File: src/rtl/alu_exec_pkg.sv
// alu_exec_pkg
// Shared constants for the ALU execute stage:
//   - 4-bit ALU control codes driven on alu_ctl and consumed by alu_exec_core
//   - main-control alu_op class encodings
//   - the four R-type opcode fields (instruction[31:21]) this stage decodes
package alu_exec_pkg;

  // ALU control codes
  localparam logic [3:0] CTL_AND     = 4'b0000;
  localparam logic [3:0] CTL_OR      = 4'b0001;
  localparam logic [3:0] CTL_ADD     = 4'b0010;
  localparam logic [3:0] CTL_SUB     = 4'b0110;
  localparam logic [3:0] CTL_PASSB   = 4'b0111;
  localparam logic [3:0] CTL_NOR     = 4'b1100;
  localparam logic [3:0] CTL_ILLEGAL = 4'b1111;

  // Main-control ALU class
  typedef enum logic [1:0] {
    ALUOP_LDST  = 2'b00,
    ALUOP_CBR   = 2'b01,
    ALUOP_RTYPE = 2'b10,
    ALUOP_RSVD  = 2'b11
  } alu_op_e;

  // R-type opcode fields
  localparam logic [10:0] OPC_ADD = 11'b10001011000;
  localparam logic [10:0] OPC_SUB = 11'b11001011000;
  localparam logic [10:0] OPC_AND = 11'b10001010000;
  localparam logic [10:0] OPC_ORR = 11'b10101010000;

endpackage

File: src/rtl/alu_exec_core.sv
// alu_exec_core
// Purely combinational ALU datapath. Add/subtract wrap modulo 2^WIDTH.
// Ports:
//   a, b      : operands
//   ctl       : 4-bit ALU control code (see alu_exec_pkg)
//   result    : ALU result (0 for any unused/illegal code)
//   zero      : high when result is 0
// Optional (macro ALU_FLAGS_EN): carry, overflow (signed, add/sub only),
//   negative (result MSB).
module alu_exec_core
  import alu_exec_pkg::*;
#(
  parameter int WIDTH = 64
) (
  input  logic [WIDTH-1:0] a,
  input  logic [WIDTH-1:0] b,
  input  logic [3:0]       ctl,
  output logic [WIDTH-1:0] result,
  output logic             zero
`ifdef ALU_FLAGS_EN
  ,
  output logic             carry,
  output logic             overflow,
  output logic             negative
`endif
);

  logic [WIDTH-1:0] sum;
  logic [WIDTH-1:0] diff;

`ifdef ALU_FLAGS_EN
  // Subtraction is done as a + ~b + 1 so the top bit is the ARM-style
  // carry (set when no borrow occurred).
  logic [WIDTH:0] sumExt;
  logic [WIDTH:0] diffExt;
  assign sumExt  = {1'b0, a} + {1'b0, b};
  assign diffExt = {1'b0, a} + {1'b0, ~b} + (WIDTH+1)'(1);
  assign sum     = sumExt[WIDTH-1:0];
  assign diff    = diffExt[WIDTH-1:0];
`else
  assign sum  = a + b;
  assign diff = a - b;
`endif

  always_comb begin
    result = '0;
    case (ctl)
      CTL_AND:   result = a & b;
      CTL_OR:    result = a | b;
      CTL_ADD:   result = sum;
      CTL_SUB:   result = diff;
      CTL_PASSB: result = b;
      CTL_NOR:   result = ~(a | b);
      default:   result = '0;
    endcase
  end

  assign zero = (result == '0);

`ifdef ALU_FLAGS_EN
  always_comb begin
    carry    = 1'b0;
    overflow = 1'b0;
    if (ctl == CTL_ADD) begin
      carry    = sumExt[WIDTH];
      overflow = (a[WIDTH-1] == b[WIDTH-1]) && (sum[WIDTH-1] != a[WIDTH-1]);
    end else if (ctl == CTL_SUB) begin
      carry    = diffExt[WIDTH];
      overflow = (a[WIDTH-1] != b[WIDTH-1]) && (diff[WIDTH-1] != a[WIDTH-1]);
    end
  end

  assign negative = result[WIDTH-1];
`endif

endmodule

File: src/rtl/alu_exec_unit.sv
// alu_exec_unit
// Execute stage: decodes alu_op/opcode into an ALU control code, runs the
// ALU, computes pc+4 / branch target / next pc and registers everything.
// Outputs appear one clk edge after in_valid=1 is sampled; with in_valid=0
// out_valid drops and all other outputs hold.
// Ports:
//   clk, reset (async, active-high)
//   in_valid, alu_op[1:0], opcode[10:0], operand_a, operand_b, pc,
//   branch_offset, branch                                   : inputs
//   out_valid, result, zero, pc_plus4, branch_target, pc_next,
//   alu_ctl[3:0], illegal                                    : registered outputs
// Optional macro ALU_FLAGS_EN adds registered carry, overflow, negative.
module alu_exec_unit
  import alu_exec_pkg::*;
#(
  parameter int WIDTH = 64
) (
  input  logic             clk,
  input  logic             reset,
  input  logic             in_valid,
  input  logic [1:0]       alu_op,
  input  logic [10:0]      opcode,
  input  logic [WIDTH-1:0] operand_a,
  input  logic [WIDTH-1:0] operand_b,
  input  logic [WIDTH-1:0] pc,
  input  logic [WIDTH-1:0] branch_offset,
  input  logic             branch,
  output logic             out_valid,
  output logic [WIDTH-1:0] result,
  output logic             zero,
  output logic [WIDTH-1:0] pc_plus4,
  output logic [WIDTH-1:0] branch_target,
  output logic [WIDTH-1:0] pc_next,
  output logic [3:0]       alu_ctl,
  output logic             illegal
`ifdef ALU_FLAGS_EN
  ,
  output logic             carry,
  output logic             overflow,
  output logic             negative
`endif
);

  localparam logic [WIDTH-1:0] PC_STEP = WIDTH'(4);

  logic [3:0]       aluCtlD;
  logic             illegalD;
  logic [WIDTH-1:0] resultD;
  logic             zeroD;
  logic [WIDTH-1:0] pcPlus4D;
  logic [WIDTH-1:0] branchTargetD;
  logic [WIDTH-1:0] pcNextD;

  logic             outValidQ;
  logic [WIDTH-1:0] resultQ;
  logic             zeroQ;
  logic [WIDTH-1:0] pcPlus4Q;
  logic [WIDTH-1:0] branchTargetQ;
  logic [WIDTH-1:0] pcNextQ;
  logic [3:0]       aluCtlQ;
  logic             illegalQ;

  // ALU control decode; anything not listed is illegal and forces the
  // all-ones code, which the ALU maps to a zero result.
  always_comb begin
    aluCtlD  = CTL_ILLEGAL;
    illegalD = 1'b0;
    case (alu_op_e'(alu_op))
      ALUOP_LDST: aluCtlD = CTL_ADD;
      ALUOP_CBR:  aluCtlD = CTL_PASSB;
      ALUOP_RTYPE: begin
        case (opcode)
          OPC_ADD: aluCtlD = CTL_ADD;
          OPC_SUB: aluCtlD = CTL_SUB;
          OPC_AND: aluCtlD = CTL_AND;
          OPC_ORR: aluCtlD = CTL_OR;
          default: illegalD = 1'b1;
        endcase
      end
      default: illegalD = 1'b1;
    endcase
  end

`ifdef ALU_FLAGS_EN
  logic carryD, overflowD, negativeD;
  logic carryQ, overflowQ, negativeQ;
`endif

  alu_exec_core #(
    .WIDTH (WIDTH)
  ) uCore (
    .a      (operand_a),
    .b      (operand_b),
    .ctl    (aluCtlD),
    .result (resultD),
    .zero   (zeroD)
`ifdef ALU_FLAGS_EN
    ,
    .carry    (carryD),
    .overflow (overflowD),
    .negative (negativeD)
`endif
  );

  // Branch decision uses this cycle's zero, not the registered one.
  assign pcPlus4D      = pc + PC_STEP;
  assign branchTargetD = pc + branch_offset;
  assign pcNextD       = (branch && zeroD) ? branchTargetD : pcPlus4D;

  // Output registers: capture on in_valid, otherwise only drop out_valid.
  always_ff @(posedge clk or posedge reset) begin
    if (reset) begin
      outValidQ     <= 1'b0;
      resultQ       <= '0;
      zeroQ         <= 1'b1;
      pcPlus4Q      <= '0;
      branchTargetQ <= '0;
      pcNextQ       <= '0;
      aluCtlQ       <= 4'b0000;
      illegalQ      <= 1'b0;
    end else begin
      outValidQ <= in_valid;
      if (in_valid) begin
        resultQ       <= resultD;
        zeroQ         <= zeroD;
        pcPlus4Q      <= pcPlus4D;
        branchTargetQ <= branchTargetD;
        pcNextQ       <= pcNextD;
        aluCtlQ       <= aluCtlD;
        illegalQ      <= illegalD;
      end
    end
  end

`ifdef ALU_FLAGS_EN
  // Flag registers follow the same capture rule as the main outputs.
  always_ff @(posedge clk or posedge reset) begin
    if (reset) begin
      carryQ    <= 1'b0;
      overflowQ <= 1'b0;
      negativeQ <= 1'b0;
    end else if (in_valid) begin
      carryQ    <= carryD;
      overflowQ <= overflowD;
      negativeQ <= negativeD;
    end
  end

  assign carry    = carryQ;
  assign overflow = overflowQ;
  assign negative = negativeQ;
`endif

  assign out_valid     = outValidQ;
  assign result        = resultQ;
  assign zero          = zeroQ;
  assign pc_plus4      = pcPlus4Q;
  assign branch_target = branchTargetQ;
  assign pc_next       = pcNextQ;
  assign alu_ctl       = aluCtlQ;
  assign illegal       = illegalQ;

endmodule

File: config.mk
export PLATFORM = sky130hd
export DESIGN_NAME = alu_exec_unit
export DESIGN_NICKNAME = d
export VERILOG_FILES = /design/src/rtl/alu_exec_pkg.sv /design/src/rtl/alu_exec_core.sv /design/src/rtl/alu_exec_unit.sv
export SDC_FILE = /design/constraint.sdc
export NUM_CORES = 1
export LEC_CHECK = 0
export CAP_MARGIN = 20
export CORE_MARGIN = 5
export CORE_UTILIZATION = 30
export CTS_CLUSTER_SIZE = 10
export DETAILED_ROUTE_END_ITERATION = 12
export MAX_ROUTING_LAYER = met4
export SLEW_MARGIN = 20
export SYNTH_ARGS = -nofsm -noshare
export SYNTH_HDL_FRONTEND = slang
export SYNTH_SLANG_ARGS = --single-unit
File: constraint.sdc
create_clock -name clk -period 16.59 [get_ports clk]
set_clock_uncertainty 0.1 [all_clocks]
set_input_delay 4.1475 -clock clk [delete_from_list [all_inputs] [get_ports clk]]
set_output_delay 4.1475 -clock clk [all_outputs]
set_load 0.01 [all_outputs]
# Yosys cells after proc, flatten, opt, wreduce, memory -nomap -nowiden
# Index checks and enable logic that the tools add are counted.
# classes
n_addsub,4
eq_ne,11
muxes,6
bitwise,3
n_reduce_logical,6
# ops
op,count
$pmux 64 s6,1
$add 64x64->64,2
$add 64x3->64 const B,1
$and 64x64->64,1
$logic_not 64->1,1
$mux 64,1
$not 64->64,1
$or 64x64->64,1
$sub 64x64->64,1
$eq 11x11->1 const B,4
$pmux 4 s4,1
$pmux 4 s3,1
$eq 4x3->1 const B,2
$eq 4x1->1 const B,1
$eq 4x2->1 const B,1
$eq 4x4->1 const B,1
$logic_not 4->1,1
$reduce_or 4->1,1
$eq 2x1->1 const B,1
$eq 2x2->1 const B,1
$logic_not 2->1,1
$pmux 1 s2,1
$reduce_or 2->1,1
$logic_and 1x1->1,1
$mux 1,1
# totals
reg_bits,263
in_bits,273
out_inout_bits,263
elab_cells,38

# Longest topological paths before layout
# depth
depth_word,8
mapped_depth,29
mapped_depth_nobuf,25

# Hierarchy
# Synthesis repeated with hierarchy kept, for this count alone.
# unflattened
hier_cells,2866
area_unflattened_um2,23376.2
# by_module_without_submodules
mod,instances,cells_per_inst,area_each_um2,seq_area_each_um2
alu_exec_unit,1,1628,15384.8,6582.6
alu_exec_core,1,1238,7991.4,0.0

# Worst setup path before layout
# No wires, ideal clock.
# synth_timing
kind,input port to flip-flop
start,input operand_b[2]
end,register pcNextQ[56] (netlist: pc_next[56])
setup_time_ps,143
arrival_ps,9997
required_time_ps,16347
slack_ps,6349
path_stages,27
path_buffers,4
cell_sequence,clkbuf_1 -> nor4_1 -> nand3b_1 -> or4_1 -> or3_1 -> nor2_1 -> nand4_1 -> nor2_1 -> nor2_1 -> xnor2_1 -> ha_1 -> clkbuf_1 -> nand4_1 -> nor2_1 -> o311ai_1 -> a2111oi_0 -> inv_1 -> o221a_2 -> o31ai_2 -> mux2i_1 -> a221o_1 -> or2_2 -> or4_1 -> buf_6 -> buf_6 -> o211ai_2 -> o221ai_1
# synth_via
elab_chain_len,6
word_cells_on_any_way,9
cone_classes,add/sub: 2; mux: 2; bitwise: 3; reduce/logical: 2
# synth_lines
item,line_no,text
from (decl),alu_exec_unit.sv:24,"input logic [WIDTH-1:0] operand_b,"
"parallel branches: the longest is 2 deep, another holds $sub 64x64->64",-,
$pmux 64 s6 (*),alu_exec_core.sv:47,case (ctl)
$logic_not 64->1 (*),alu_exec_core.sv:58,assign zero = (result == '0);
$logic_and 1x1->1 (*),alu_exec_unit.sv:108,assign pcNextD = (branch && zeroD) ? branchTargetD : pcPlus4D;
$mux 64 (*),alu_exec_unit.sv:108,
to (signal assigned),alu_exec_unit.sv:128,pcNextQ <= pcNextD;
to (decl),alu_exec_unit.sv:59,logic [WIDTH-1:0] pcNextQ;
# Every way passes the cells marked *.
# A chain may end at the register's enable or synchronous reset.

# Final worst setup path
# layout_timing
start,input operand_b[2]
end,register pcNextQ[25] (netlist: pc_next[25])
# The elaborated chain is that of the path after synthesis.

==> impl_metrics.yaml <==
timing:
  fin_hold_ws_ns: 0.378
  fin_tns_setup_ns: 0
  timing.final.crit_period_ns: 12.94
  setup_viol_count_final: 0
  setup_ws_ns: 3.65
  hold_viol: 0
  rsz0062_at_grt: "no"
  finalCritPeriodShare_pct: 78.0
  fmax_ghz: 0.0773
  slew_viol_final: 0
  tightestPinTransition_ns: 1.04
  relSlewSlack_pct: 30.8
worst_setup_path:
  critPathCaptureType: "flop"
  startpoint: "operand_b[2]"
  rr_endpoint: "pc_next[52]$_DFFE_PP0P_"
  crit_type: "in2reg"
  start_kind: "input port"
  required_ns: 16.91
  arrival_ns: 13.27
  reg2reg_depth: 2
  crit_path_end: "pc_next[25]$_DFFE_PP0P_"
  path_max_fanout: 56
  r2r_start: "pc_next[52]$_DFFE_PP0P_"
  regToRegSetupSlack_ns: 15.58
die:
  ioPinCount: 536
  chipWidth_um: 282
  die_h_um: 282
  coreArea_um2: 73100
  die_area_um2: 79300
  row_count: 99
  start_util_pct: 30.3
layout:
  diodes: 0
  final_nets: 3540
  final_core_util_pct: 40.1
  final_cells: 4113
  n_fill_cell: 7482
  syn_to_final_growth_pct: 32.4
  finalInstanceArea_um2: 29300
  mostFrequentLayoutCells: "clkdlybuf4s50_1, nor2_1, dfrtp_1"
  register_area_um2: 6580
  layout_commonest_cell: "clkdlybuf4s50_1"
  drive_gt1_share_pct: 4.76
  multi_input_area_um2: 14700
drt:
  drt_pass1_iterations: 6
  wl_per_cell_um: 23.5
  route.detailed.drc: 0
  drt-total-wl_mm: 96.5
  viasPerCell: 5.56
  postRouteAntennaNets: 0
  vias: 22900
  drt-initial-drc-count: 1648
logic_synthesis:
  synth-seq-area-share_pct: 29.7
  synthesis.nets: 3095
  synthArstFlopShare_pct: 100
  synth_ff_type: "dfrtp_1"
  synth_area_um2: 22100
  synth.distinct_cells: 90
  ys_warn_count: 0
  ys_ff_latch: 263
  synth_cells: 2690
  synth_area_per_cell_um2: 8.23
  synth_edf_count: 0
global_route:
  grt_pass1_wl_mm: 143
  antenna_found_initial: 0
  overflow: 0
  grt_max_degree: 148
  grt_usage_pct: 23.8
  grt_pass1_vias: 22600
cts:
  cts-root-buf: "clkbuf_16"
  cts_made_buffers: 36
  cts_hold_buf: 0
  clock_latency_ns: 0.54
  post_cts_buffers: 0
  cts_tree: "done"
  cts_sinks: 263
  htreeDepth: 2
  ctsLongestPathBuffers: 3
  ctsResizeCount: 0
  clk_pin_slew_ns: 0.05
place:
  place_congestion: 0.972
  hpwl_mm: 75.7
  port_buffers: 535
  place_area_um2: 28300
  pre_cts_ws_ns: 3.30
  placed_cells: 4056
power:
  p_comb_share_pct: 36.0
  power.switching_mw: 0.817
  clockPowerShare_pct: 31.2
  swShare_pct: 34.7
  leakagePower_nw: 12.0
  power_density_nw_per_um2: 80.4
  p_total_mw: 2.36
  p_int_mw: 1.54
  p_seq_share_pct: 32.8
  peakVddDrop_uv: 43.2
min_path:
  whs_path_depth: 1
  holdCritPathClass: "reg2reg"
  min-delay-start: "branch_target[31]$_DFFE_PP0P_"
outcome:
  status: "complete, no violations"
flow_run:
  max_cap_violations: 0
-- registers in the layout, indices dropped and copies added, names as in the netlist --
name and count:
result 64, zero 1, illegal 1, alu_ctl 4, pc_plus4 64, branch_target 64
out_valid 1, pc_next 64
-- kinds of logic after synthesis --
family                   count (synthesis)  synth area share, %
AO/OA/AOI/OAI                          875                 26.2
multiplexers                            35                 1.75
adder cells (fa/ha/maj)                187                 10.0
flip-flops                             263                 29.7
AND/OR/NAND/NOR                        910                 20.1
XOR/XNOR                               206                 8.15
buffers and inverters                  214                 4.03
-- worst min-delay path by stage --
stage	to
after floorplan	zero$_DFFE_PP1P_
after global placement	pc_plus4[28]$_DFFE_PP0P_
after detailed placement	branch_target[17]$_DFFE_PP0P_
after CTS	branch_target[17]$_DFFE_PP0P_
after global routing	pc_plus4[60]$_DFFE_PP0P_
final	branch_target[31]$_DFFE_PP0P_
-- metal layers --
metal,up-vias,wire length (µm),GRT usage [%]
li1,10900,-,-
met1,11000,40600,29.7
met2,894,46600,40.3
met3,150,6390,3.63
met4,0,3000,6.70
met5,-,0,-
-- power by group through the flow --
stage / combinational, mW / clock [mW] / sequential (mW)
after detailed placement: 0.845 / 0 / 0.783
after CTS: 0.850 / 0.758 / 0.773
final: 0.849 / 0.735 / 0.772
after global placement: 0.848 / 0 / 0.782
after floorplan: 0.401 / 0 / 0.808
after global routing: 0.920 / 0.781 / 0.781
-- area by class of cell --
type | count | area share, %
well taps | 959 | 4.09
multi-input cells | 2213 | 50.1
inverters | 62 | 0.836
repair buffers | 559 | 18.9
flip-flops and latches | 263 | 22.5
clock buffers | 50 | 3.35
clock inverters | 7 | 0.256
-- worst max-delay path, stage by stage --
cell	delay, ns
clkdlybuf4s50_1	0.56
nor4_1	0.60
nand3b_1	0.19
or4_1	0.54
or3_1	0.46
nor2_1	0.22
nand4_1	0.25
nor2_1	0.38
nand2_1	0.24
o21ai_0	0.29
xor2_1	0.17
ha_1	0.35
a21oi_1	0.26
o21ai_0	0.21
a311o_1	0.43
a211oi_1	0.30
a22o_1	0.17
a31o_2	0.13
xnor2_1	0.07
a21oi_1	0.30
o2111ai_1	0.19
nor4_1	0.51
and4_2	0.32
buf_4	0.58
nand2_1	0.62
buf_4	0.40
a221o_1	0.32
-- Yosys cell counts, drive strengths merged, types with 27 or more instances --
master / instances / area [µm²]
a21o: 99 / 743
a21oi: 255 / 1280
a221o: 31 / 310
a22oi: 28 / 210
a31oi: 30 / 188
and3: 50 / 313
buf: 43 / 249
clkbuf: 109 / 410
dfrtp: 262 / 6560
ha: 130 / 1630
inv: 62 / 233
maj3: 55 / 553
mux2: 29 / 327
nand2: 201 / 754
nand3: 92 / 460
nand4: 63 / 407
nor2: 295 / 1120
nor3: 49 / 245
o21a: 33 / 248
o21ai: 162 / 811
o31ai: 27 / 208
xnor2: 98 / 858
xor2: 108 / 946
Power figures use the tool's default switching activity.
